## config.mk

```make
export PLATFORM = sky130hd
export DESIGN_NAME = muldiv_unit
export DESIGN_NICKNAME = d
export VERILOG_FILES = /design/src/rtl/muldiv_pkg.sv /design/src/rtl/muldiv_sign_adj.sv /design/src/rtl/muldiv_unit.sv
export SDC_FILE = /design/constraint.sdc
export NUM_CORES = 1
export LEC_CHECK = 0
export CAP_MARGIN = 0
export CORE_ASPECT_RATIO = 2
export CORE_UTILIZATION = 28
export CTS_CLUSTER_DIAMETER = 150
export DETAILED_ROUTE_END_ITERATION = 6
export GPL_TIMING_DRIVEN = 1
export PLACE_DENSITY = 0.52
export SYNTH_ARGS = -nofsm -noshare
export SYNTH_HDL_FRONTEND = slang
export SYNTH_HIERARCHICAL = 1
export SYNTH_SLANG_ARGS = --single-unit
```

## constraint.sdc

```tcl
create_clock -name clk -period 2.95 [get_ports clk]
set_clock_uncertainty 0.05 [all_clocks]
set_input_delay 0.885 -clock clk [delete_from_list [all_inputs] [get_ports clk]]
set_output_delay 0.885 -clock clk [all_outputs]
set_load 0.02 [all_outputs]
```

## src/rtl/muldiv_pkg.sv

```systemverilog
// muldiv_pkg: shared encodings for the iterative multiply/divide unit.
// Holds the operation encoding, the controller state encoding and the
// default operand width used by muldiv_unit and muldiv_sign_adj.
package muldiv_pkg;

    localparam int DEF_WIDTH = 16;

    typedef enum logic {
        OP_MUL = 1'b0,
        OP_DIV = 1'b1
    } op_e;

    typedef enum logic [1:0] {
        S_IDLE = 2'd0,
        S_MUL  = 2'd1,
        S_DIV  = 2'd2,
        S_DONE = 2'd3
    } state_e;

endpackage

```

## src/rtl/muldiv_sign_adj.sv

```systemverilog
// muldiv_sign_adj: two's-complement wrapper around the unsigned datapath.
// Converts raw operands to magnitudes on the way in, and on the way out
// applies the result/remainder signs and flags signed overflow.
// Only instantiated when MULDIV_SIGNED_EN is defined.
module muldiv_sign_adj
    import muldiv_pkg::*;
#(
    parameter int WIDTH = DEF_WIDTH
) (
    input  logic [WIDTH-1:0] a_i,
    input  logic [WIDTH-1:0] b_i,
    output logic [WIDTH-1:0] a_mag_o,
    output logic [WIDTH-1:0] b_mag_o,
    input  op_e              op_i,
    input  logic             sa_i,
    input  logic             sb_i,
    input  logic [WIDTH-1:0] hi_i,
    input  logic [WIDTH-1:0] lo_i,
    output logic [WIDTH-1:0] res_o,
    output logic [WIDTH-1:0] rem_o,
    output logic             ovf_o
);

    // Magnitude of the most negative value, i.e. 2^(WIDTH-1).
    localparam logic [WIDTH-1:0] MIN_MAG = {1'b1, {(WIDTH-1){1'b0}}};

    function automatic logic [WIDTH-1:0] neg_if(input logic s, input logic [WIDTH-1:0] v);
        return s ? ('0 - v) : v;
    endfunction

    logic neg_res;

    assign a_mag_o = neg_if(a_i[WIDTH-1], a_i);
    assign b_mag_o = neg_if(b_i[WIDTH-1], b_i);
    assign neg_res = sa_i ^ sb_i;

    // Re-apply signs to the unsigned result and decide signed overflow.
    always_comb begin
        res_o = neg_if(neg_res, lo_i);
        if (op_i == OP_MUL) begin
            rem_o = '0;
            // A negative product may reach -2^(WIDTH-1); a positive one only 2^(WIDTH-1)-1.
            ovf_o = (hi_i != '0) || (neg_res ? (lo_i > MIN_MAG) : lo_i[WIDTH-1]);
        end else begin
            // Remainder follows the dividend; only most-negative / -1 can overflow.
            rem_o = neg_if(sa_i, hi_i);
            ovf_o = !neg_res && lo_i[WIDTH-1];
        end
    end

endmodule

```

## src/rtl/muldiv_unit.sv

```systemverilog
// muldiv_unit: iterative shift-add multiplier / restoring divider.
// One step per cycle for WIDTH cycles, results registered in DONE.
// Optional feature macro MULDIV_SIGNED_EN: two's-complement operands
// (magnitude datapath plus sign adjustment in muldiv_sign_adj).
module muldiv_unit
    import muldiv_pkg::*;
#(
    parameter int WIDTH = DEF_WIDTH
) (
    input  logic             clk,
    input  logic             rst_n,
    input  logic             start,
    input  logic             op,
    input  logic [WIDTH-1:0] a,
    input  logic [WIDTH-1:0] b,
    output logic             busy,
    output logic             done,
    output logic [WIDTH-1:0] result,
    output logic [WIDTH-1:0] remainder,
    output logic             muldiv_err,
    output logic             div_by_zero
);

    localparam int            CW        = $clog2(WIDTH + 1);
    localparam logic [CW-1:0] LAST_STEP = CW'(WIDTH - 1);

    state_e           state_q;
    op_e              op_q;
    logic [WIDTH-1:0] hi_q, lo_q, dvs_q;
    logic [CW-1:0]    cnt_q;
    logic             busy_q, done_q, err_q, dbz_q;
    logic [WIDTH-1:0] result_q, remainder_q;

    // hi/lo hold {product high, product low} or {partial remainder, quotient}.
    logic [WIDTH-1:0] hi_d, lo_d;
    logic [WIDTH:0]   mul_sum;
    logic [WIDTH:0]   div_shift;
    logic [WIDTH-1:0] a_mag, b_mag;
    logic [WIDTH-1:0] fin_res, fin_rem;
    logic             fin_ovf;

`ifdef MULDIV_SIGNED_EN
    logic sa_q, sb_q;

    muldiv_sign_adj #(.WIDTH(WIDTH)) u_sign_adj (
        .a_i     (a),
        .b_i     (b),
        .a_mag_o (a_mag),
        .b_mag_o (b_mag),
        .op_i    (op_q),
        .sa_i    (sa_q),
        .sb_i    (sb_q),
        .hi_i    (hi_q),
        .lo_i    (lo_q),
        .res_o   (fin_res),
        .rem_o   (fin_rem),
        .ovf_o   (fin_ovf)
    );
`else
    assign a_mag   = a;
    assign b_mag   = b;
    assign fin_res = lo_q;
    assign fin_rem = (op_q == OP_DIV) ? hi_q : '0;
    assign fin_ovf = (op_q == OP_MUL) && (hi_q != '0);
`endif

    // One multiply or divide iteration computed from the current datapath state.
    always_comb begin
        mul_sum   = {1'b0, hi_q} + (lo_q[0] ? {1'b0, dvs_q} : '0);
        div_shift = {hi_q, lo_q[WIDTH-1]};
        hi_d      = hi_q;
        lo_d      = lo_q;
        if (state_q == S_MUL) begin
            hi_d = mul_sum[WIDTH:1];
            lo_d = {mul_sum[0], lo_q[WIDTH-1:1]};
        end else if (div_shift >= {1'b0, dvs_q}) begin
            hi_d = WIDTH'(div_shift - {1'b0, dvs_q});
            lo_d = {lo_q[WIDTH-2:0], 1'b1};
        end else begin
            hi_d = div_shift[WIDTH-1:0];
            lo_d = {lo_q[WIDTH-2:0], 1'b0};
        end
    end

    // Controller: accepts a request in IDLE, iterates, and registers the outcome in DONE.
    always_ff @(posedge clk or negedge rst_n) begin
        if (!rst_n) begin
            state_q     <= S_IDLE;
            op_q        <= OP_MUL;
            hi_q        <= '0;
            lo_q        <= '0;
            dvs_q       <= '0;
            cnt_q       <= '0;
            busy_q      <= 1'b0;
            done_q      <= 1'b0;
            err_q       <= 1'b0;
            dbz_q       <= 1'b0;
            result_q    <= '0;
            remainder_q <= '0;
`ifdef MULDIV_SIGNED_EN
            sa_q        <= 1'b0;
            sb_q        <= 1'b0;
`endif
        end else begin
            done_q <= 1'b0;
            case (state_q)
                S_IDLE: begin
                    if (start) begin
                        op_q   <= op_e'(op);
                        hi_q   <= '0;
                        cnt_q  <= '0;
                        busy_q <= 1'b1;
`ifdef MULDIV_SIGNED_EN
                        sa_q   <= a[WIDTH-1];
                        sb_q   <= b[WIDTH-1];
`endif
                        if (op_e'(op) == OP_MUL) begin
                            dvs_q   <= a_mag;
                            lo_q    <= b_mag;
                            state_q <= S_MUL;
                        end else if (b == '0) begin
                            // Divide-by-zero: keep the raw dividend for the remainder output.
                            dvs_q   <= '0;
                            lo_q    <= a;
                            state_q <= S_DONE;
                        end else begin
                            dvs_q   <= b_mag;
                            lo_q    <= a_mag;
                            state_q <= S_DIV;
                        end
                    end
                end
                S_MUL, S_DIV: begin
                    hi_q  <= hi_d;
                    lo_q  <= lo_d;
                    cnt_q <= cnt_q + CW'(1);
                    if (cnt_q == LAST_STEP) begin
                        state_q <= S_DONE;
                    end
                end
                S_DONE: begin
                    if ((op_q == OP_DIV) && (dvs_q == '0)) begin
                        result_q    <= '1;
                        remainder_q <= lo_q;
                        err_q       <= 1'b1;
                        dbz_q       <= 1'b1;
                    end else begin
                        result_q    <= fin_res;
                        remainder_q <= fin_rem;
                        err_q       <= fin_ovf;
                        dbz_q       <= 1'b0;
                    end
                    done_q  <= 1'b1;
                    busy_q  <= 1'b0;
                    state_q <= S_IDLE;
                end
                default: state_q <= S_IDLE;
            endcase
        end
    end

    assign busy        = busy_q;
    assign done        = done_q;
    assign result      = result_q;
    assign remainder   = remainder_q;
    assign muldiv_err  = err_q;
    assign div_by_zero = dbz_q;

endmodule
```

# Yosys cells after proc, flatten, opt, wreduce, memory -nomap -nowiden
# Cells that the tools add are included.
# word_totals
register_bits	92
inputBits	36
out_inout_bits	36
word_cells	63
# op_classes
addsub	3
magnitude_cmp	1
n_eq_ne	6
mux	27
bitwise	1
reduce_logical	13
# ops
operator	n
$mux 16	12
$pmux 16 s2	2
$logic_not 16->1	2
$add 16x16->17	1
$ge 17x16->1	1
$reduce_bool 16->1	1
$sub 16x16->16	1
$pmux 5 s2	1
$reduce_and 2->1	4
$mux 1	6
$mux 2	3
$pmux 2 s3	1
$add 5x1->5 const B	1
$eq 5x4->1 const B	1
$mux 5	1
$eq 2x2->1 const B	2
$ne 2x2->1 const B	2
$reduce_bool 2->1	2
$eq 2x1->1 const B	1
$logic_and 1x1->1	2
$logic_not 2->1	1
$pmux 1 s2	1
$reduce_or 2->1	1
$not 1->1	1

# Logic depth before layout (Yosys ltp)
# logic_depth
depth_word	5
ltp_mapped	12
mapped_depth_nobuf	11

# Least setup slack after synthesis
# Ideal clock, no wire load.
# synth_timing
kind	reg2reg
startpoint	reg lo_q[0], in the netlist fin_res[0]
endpoint	reg hi_q[15]
setup_time_ns	0.127
t_arrival_ns	2.729
required_ns	2.773
path_slack_ns	0.045
path_stages_with_launch	12
synth_period_minus_slack_ns	2.905
cell_sequence	dfrtp_1 -> clkbuf_1 -> clkbuf_1 -> and2_1 -> ha_1 -> and3_1 -> nor2b_1 -> o31a_1 -> a311o_1 -> a221o_1 -> a211oi_1 -> o31ai_1
# synth_via
elab_chain_cells	4
# synth_lines
item	line	text
start: declaration	muldiv_unit.sv:29	logic [WIDTH-1:0] hi_q, lo_q, dvs_q;
start signal: assignment	muldiv_unit.sv:119	lo_q <= b_mag;
start signal: assignment	muldiv_unit.sv:128	lo_q <= a_mag;
start signal: assignment	muldiv_unit.sv:135	lo_q <= lo_d;
$mux 16	muldiv_unit.sv:69	mul_sum = {1'b0, hi_q} + (lo_q[0] ? {1'b0, dvs_q} : '0);
$add 16x16->17	muldiv_unit.sv:69	
$mux 16	muldiv_unit.sv:73	if (state_q == S_MUL) begin
$pmux 16 s2	muldiv_unit.sv:106	case (state_q)
end signal: assignment	muldiv_unit.sv:134	hi_q <= hi_d;
end: declaration	muldiv_unit.sv:29	
# Every way passes these cells.
# A chain may end at the register's enable or synchronous reset.

# Worst setup path after layout
# layout_timing
startpoint	reg dvs_q[0]
endpoint	reg hi_q[15]
# layout_via
elab_chain_cells	4
elab_cells_between_ends	7
# layout_lines
item	line	text
start: declaration	muldiv_unit.sv:29	
start signal: assignment	muldiv_unit.sv:118	dvs_q <= a_mag;
start signal: assignment	muldiv_unit.sv:127	dvs_q <= b_mag;
$sub 16x16->16 (tied with other cells)	muldiv_unit.sv:77	hi_d = WIDTH'(div_shift - {1'b0, dvs_q});
$mux 16 or $add 16x16->17 (tied branches)	muldiv_unit.sv:76, muldiv_unit.sv:69	
$mux 16 (*)	muldiv_unit.sv:73	
$pmux 16 s2 (*)	muldiv_unit.sv:106	
# Every way passes the cells marked *; elsewhere a longest branch is shown, timed or not.

==> results.md <==
* Status: completed
* Core area at 0.0225 mm^2
* Reg2Reg Setup Slack at 0.02 ns
* Logic pwr share at 68.1%
* Final #Nets at 970
* Post-route ant nets at 0
* Post-synthesis cell area at 0.00641 mm^2
* Filler cells at 2322
* Hold slack at 0.397 ns
* Initial antenna violation count at 0
* Pre-CTS WS at -0.0721 ns
* Clock-pin slew on the worst setup and hold paths at 0.07 ns
* Setup TNS Final at 0 ns
* Crit path max fanout at 4
* CTS tree: built
* Slew HR at 43.9%
* EDFF count, synth at 0
* Min cycle time layout at 2.93 ns
* Reg area at 0.00230 mm^2
* Avg Synthesized Cell Area at 8.27 um^2
* CTS Root Cell: clkbuf_16
* Required @ worst endpoint at 3.15 ns
* Lkg Pwr at 3.73 nW
* Post-synth top flop: dfrtp_1
* Vias in the first global route at 6323
* CTS Sinks at 92
* H-tree Lvls at 3
* Clk pwr share at 11.1%
* Die Area at 0.0235 mm^2
* Register area share after synthesis at 35.9%
* Layout Utilization at 37.1%
* Reg2Reg Launch Point: dvs_q[0]
* Largest net degree at the start of global routing at 55
* Worst vdd ir at 0.820 mV
* Syn. warnings at 6
* Sequential Power Share at 20.8%
* Longest Clk Path Bufs at 2
* Switching power at 5.71 mW
* WL final at 23.0 mm
* Clk_lat worst skew at 0.36 ns
* N_diodes at 0
* RePlAce Congestion at 0.844
* Critical Path Source Type: flip-flop
* Die W at 109 um
* Initial drt markers at 252
* Min-Delay Path Class: primary input to async pin
* Count of unique library cells instantiated by Yosys at 65
* Routed vias/inst at 5.17
* R2R cell count at 11
* Layout Cells excl Fill at 1180
* Pwr Density at 1430 mW/mm^2
* Final WS setup at 0.0179 ns
* DRT Pass-1 Iters at 4
* Cells after Synth at 775
* Multi-input gate area at 0.00387 mm^2
* RSZ-0062 raised after global routing: true
* Cts bufs inserted at 9
* Max-cap violations at 0
* CP Class: flip-flop to flip-flop
* Global-route wire length before repair at 35.8 mm
* CP endpoint kind: flip-flop
* Worst R2R End: hi_q[15]
* Pins Over Slew Limit at 0
* Vias at 6103
* Placed cells at 1162
* DPL Wire Length at 18.6 mm
* Async SR Flop Fraction at 100%
* Internal Power at 6.24 mW
* DP Area at 0.00797 mm^2
* Final setup fails at 0
* Switching part of the total at 47.8%
* Final period utilization at 99.4%
* Mapped Nets at 850
* # IOs at 72
* Synthesis-stage register bit count at 92
* Drt drc at 0
* Routed len/inst at 19.5 um
* IO Port Bufs at 71
* Critical path arrival at 3.13 ns
* Design Power at 12.0 mW
* Layout cells sized above 1 at 15.1%
* Worst slew pin tran at 0.835 ns
* Chip height at 216 um
* Max Fclk at 0.341 GHz
* Layout area overhead at 30.6%
* GRT Overall Usage at 20.8%
* Initial Util at 28.4%
* Final hold violation count at 0
* Row Count at 78
* Grt total ovfl at 0
* Final Instance Area at 0.00837 mm^2
## layer usage
metal / up-vias / share of wire, % / track usage, %
li1: 3010 / - / -
met1: 2900 / 33 / 19.5
met2: 139 / 57 / 40.3
met3: 54 / 3.0 / 2.63
met4: 0 / 6.3 / 13.2
met5: - / 0 / 0
## layout make-up
cell class | instances | share of cell area [%]
inverters | 34 | 1.52
clock inverters | 7 | 1.26
repair buffers | 155 | 16.6
clock buffers | 9 | 2.69
flip-flops and latches | 92 | 27.5
multi-input cells | 603 | 46.2
well taps | 280 | 4.19
## cells by family (layout without fill, tap and decap cells)
kind of cell,after synthesis,in the layout,share of synthesized area [%]
AND/OR/NAND/NOR,258,258,18.1
flip-flops,92,92,35.9
buffers and inverters,80,205,4.78
multiplexers,49,49,7.99
AO/OA/AOI/OAI,239,239,22.9
adder cells (fa/ha/maj),39,39,7.85
XOR/XNOR,18,18,2.46
## power groups by stage
stage | logic [mW] | registers, mW | clock network (mW)
final | 8.14 | 2.49 | 1.33
after global routing | 8.99 | 2.56 | 1.39
after detailed placement | 8.02 | 2.51 | 0
after global placement | 7.99 | 2.50 | 0
after floorplan | 4.62 | 2.66 | 0
after CTS | 8.07 | 2.49 | 1.35
## registers in the layout (all words and copies together) (netlist names)
| register | flops |
|---|---|
| hi_q | 16 |
| op_q | 1 |
| fin_res | 16 |
| div_by_zero | 1 |
| state_q | 2 |
| muldiv_err | 1 |
| dvs_q | 16 |
| result | 16 |
| remainder | 16 |
| cnt_q | 5 |
| done | 1 |
| busy | 1 |
## synthesized netlist by cell type (all sizes together) (6+ instances only)
cell	n	area, um^2
a211oi	6	45.0
a21oi	110	551
a221oi	10	87.6
and2	20	125
clkbuf	42	158
dfrtp	92	2300
ha	37	463
inv	34	128
mux2	17	191
mux2i	32	320
nand2	78	295
nand3	11	55.1
nor2	103	387
nor2b	6	37.5
nor4	10	62.6
o21a	10	75.1
o21ai	50	250
o221ai	7	61.3
xnor2	12	105
xor2	6	52.6
## worst max path at each step
stage / start / endpoint / slack, ns / depth (start not counted)
after detailed placement: b[0] / dvs_q[14] / -0.07 / 7
after global routing: dvs_q[0] / hi_q[15] / -0.05 / 11
after global placement: b[0] / dvs_q[14] / -0.07 / 7
final: dvs_q[0] / hi_q[15] / 0.02 / 11
after floorplan: fin_res[0] / hi_q[15] / 0.04 / 11
after CTS: dvs_q[0] / hi_q[15] / 0.02 / 11
## cell usage in the layout, fill, tap and decap left out, drive strengths merged, types with 6 or more instances in the layout
cell type | synthesis | routed
o21ai | 50 | 50
ha | 37 | 37
dfrtp | 92 | 92
o221ai | 7 | 7
clkbuf | 42 | 9
a211oi | 6 | 6
and2 | 20 | 20
o21a | 10 | 10
mux2i | 32 | 32
nand2 | 78 | 78
a21oi | 110 | 110
clkdlybuf4s50 | 0 | 70
a221oi | 10 | 10
inv | 34 | 37
buf | 4 | 85
xnor2 | 12 | 12
xor2 | 6 | 6
nor2b | 6 | 6
mux2 | 17 | 17
nor2 | 103 | 103
nand3 | 11 | 11
nor4 | 10 | 10
## repair_timing
item	CTS	global route
hold endpoints to repair	0	0
hold buffers	0	0
gates resized for setup	0	13
endpoints found under the setup margin	0	6
setup buffers	0	2
## worst max-delay path, stage by stage (launching register included)
cell and delay (ns):
dfrtp_1 0.40, and2_1 0.16, ha_2 0.18, inv_2 0.06
fa_2 0.22, nor2b_2 0.05, o31a_1 0.28, o311a_1 0.39
a311o_1 0.43, a221o_1 0.33, a211oi_2 0.18, o31ai_1 0.09
Note: power is estimated with default switching activity, not from simulation.
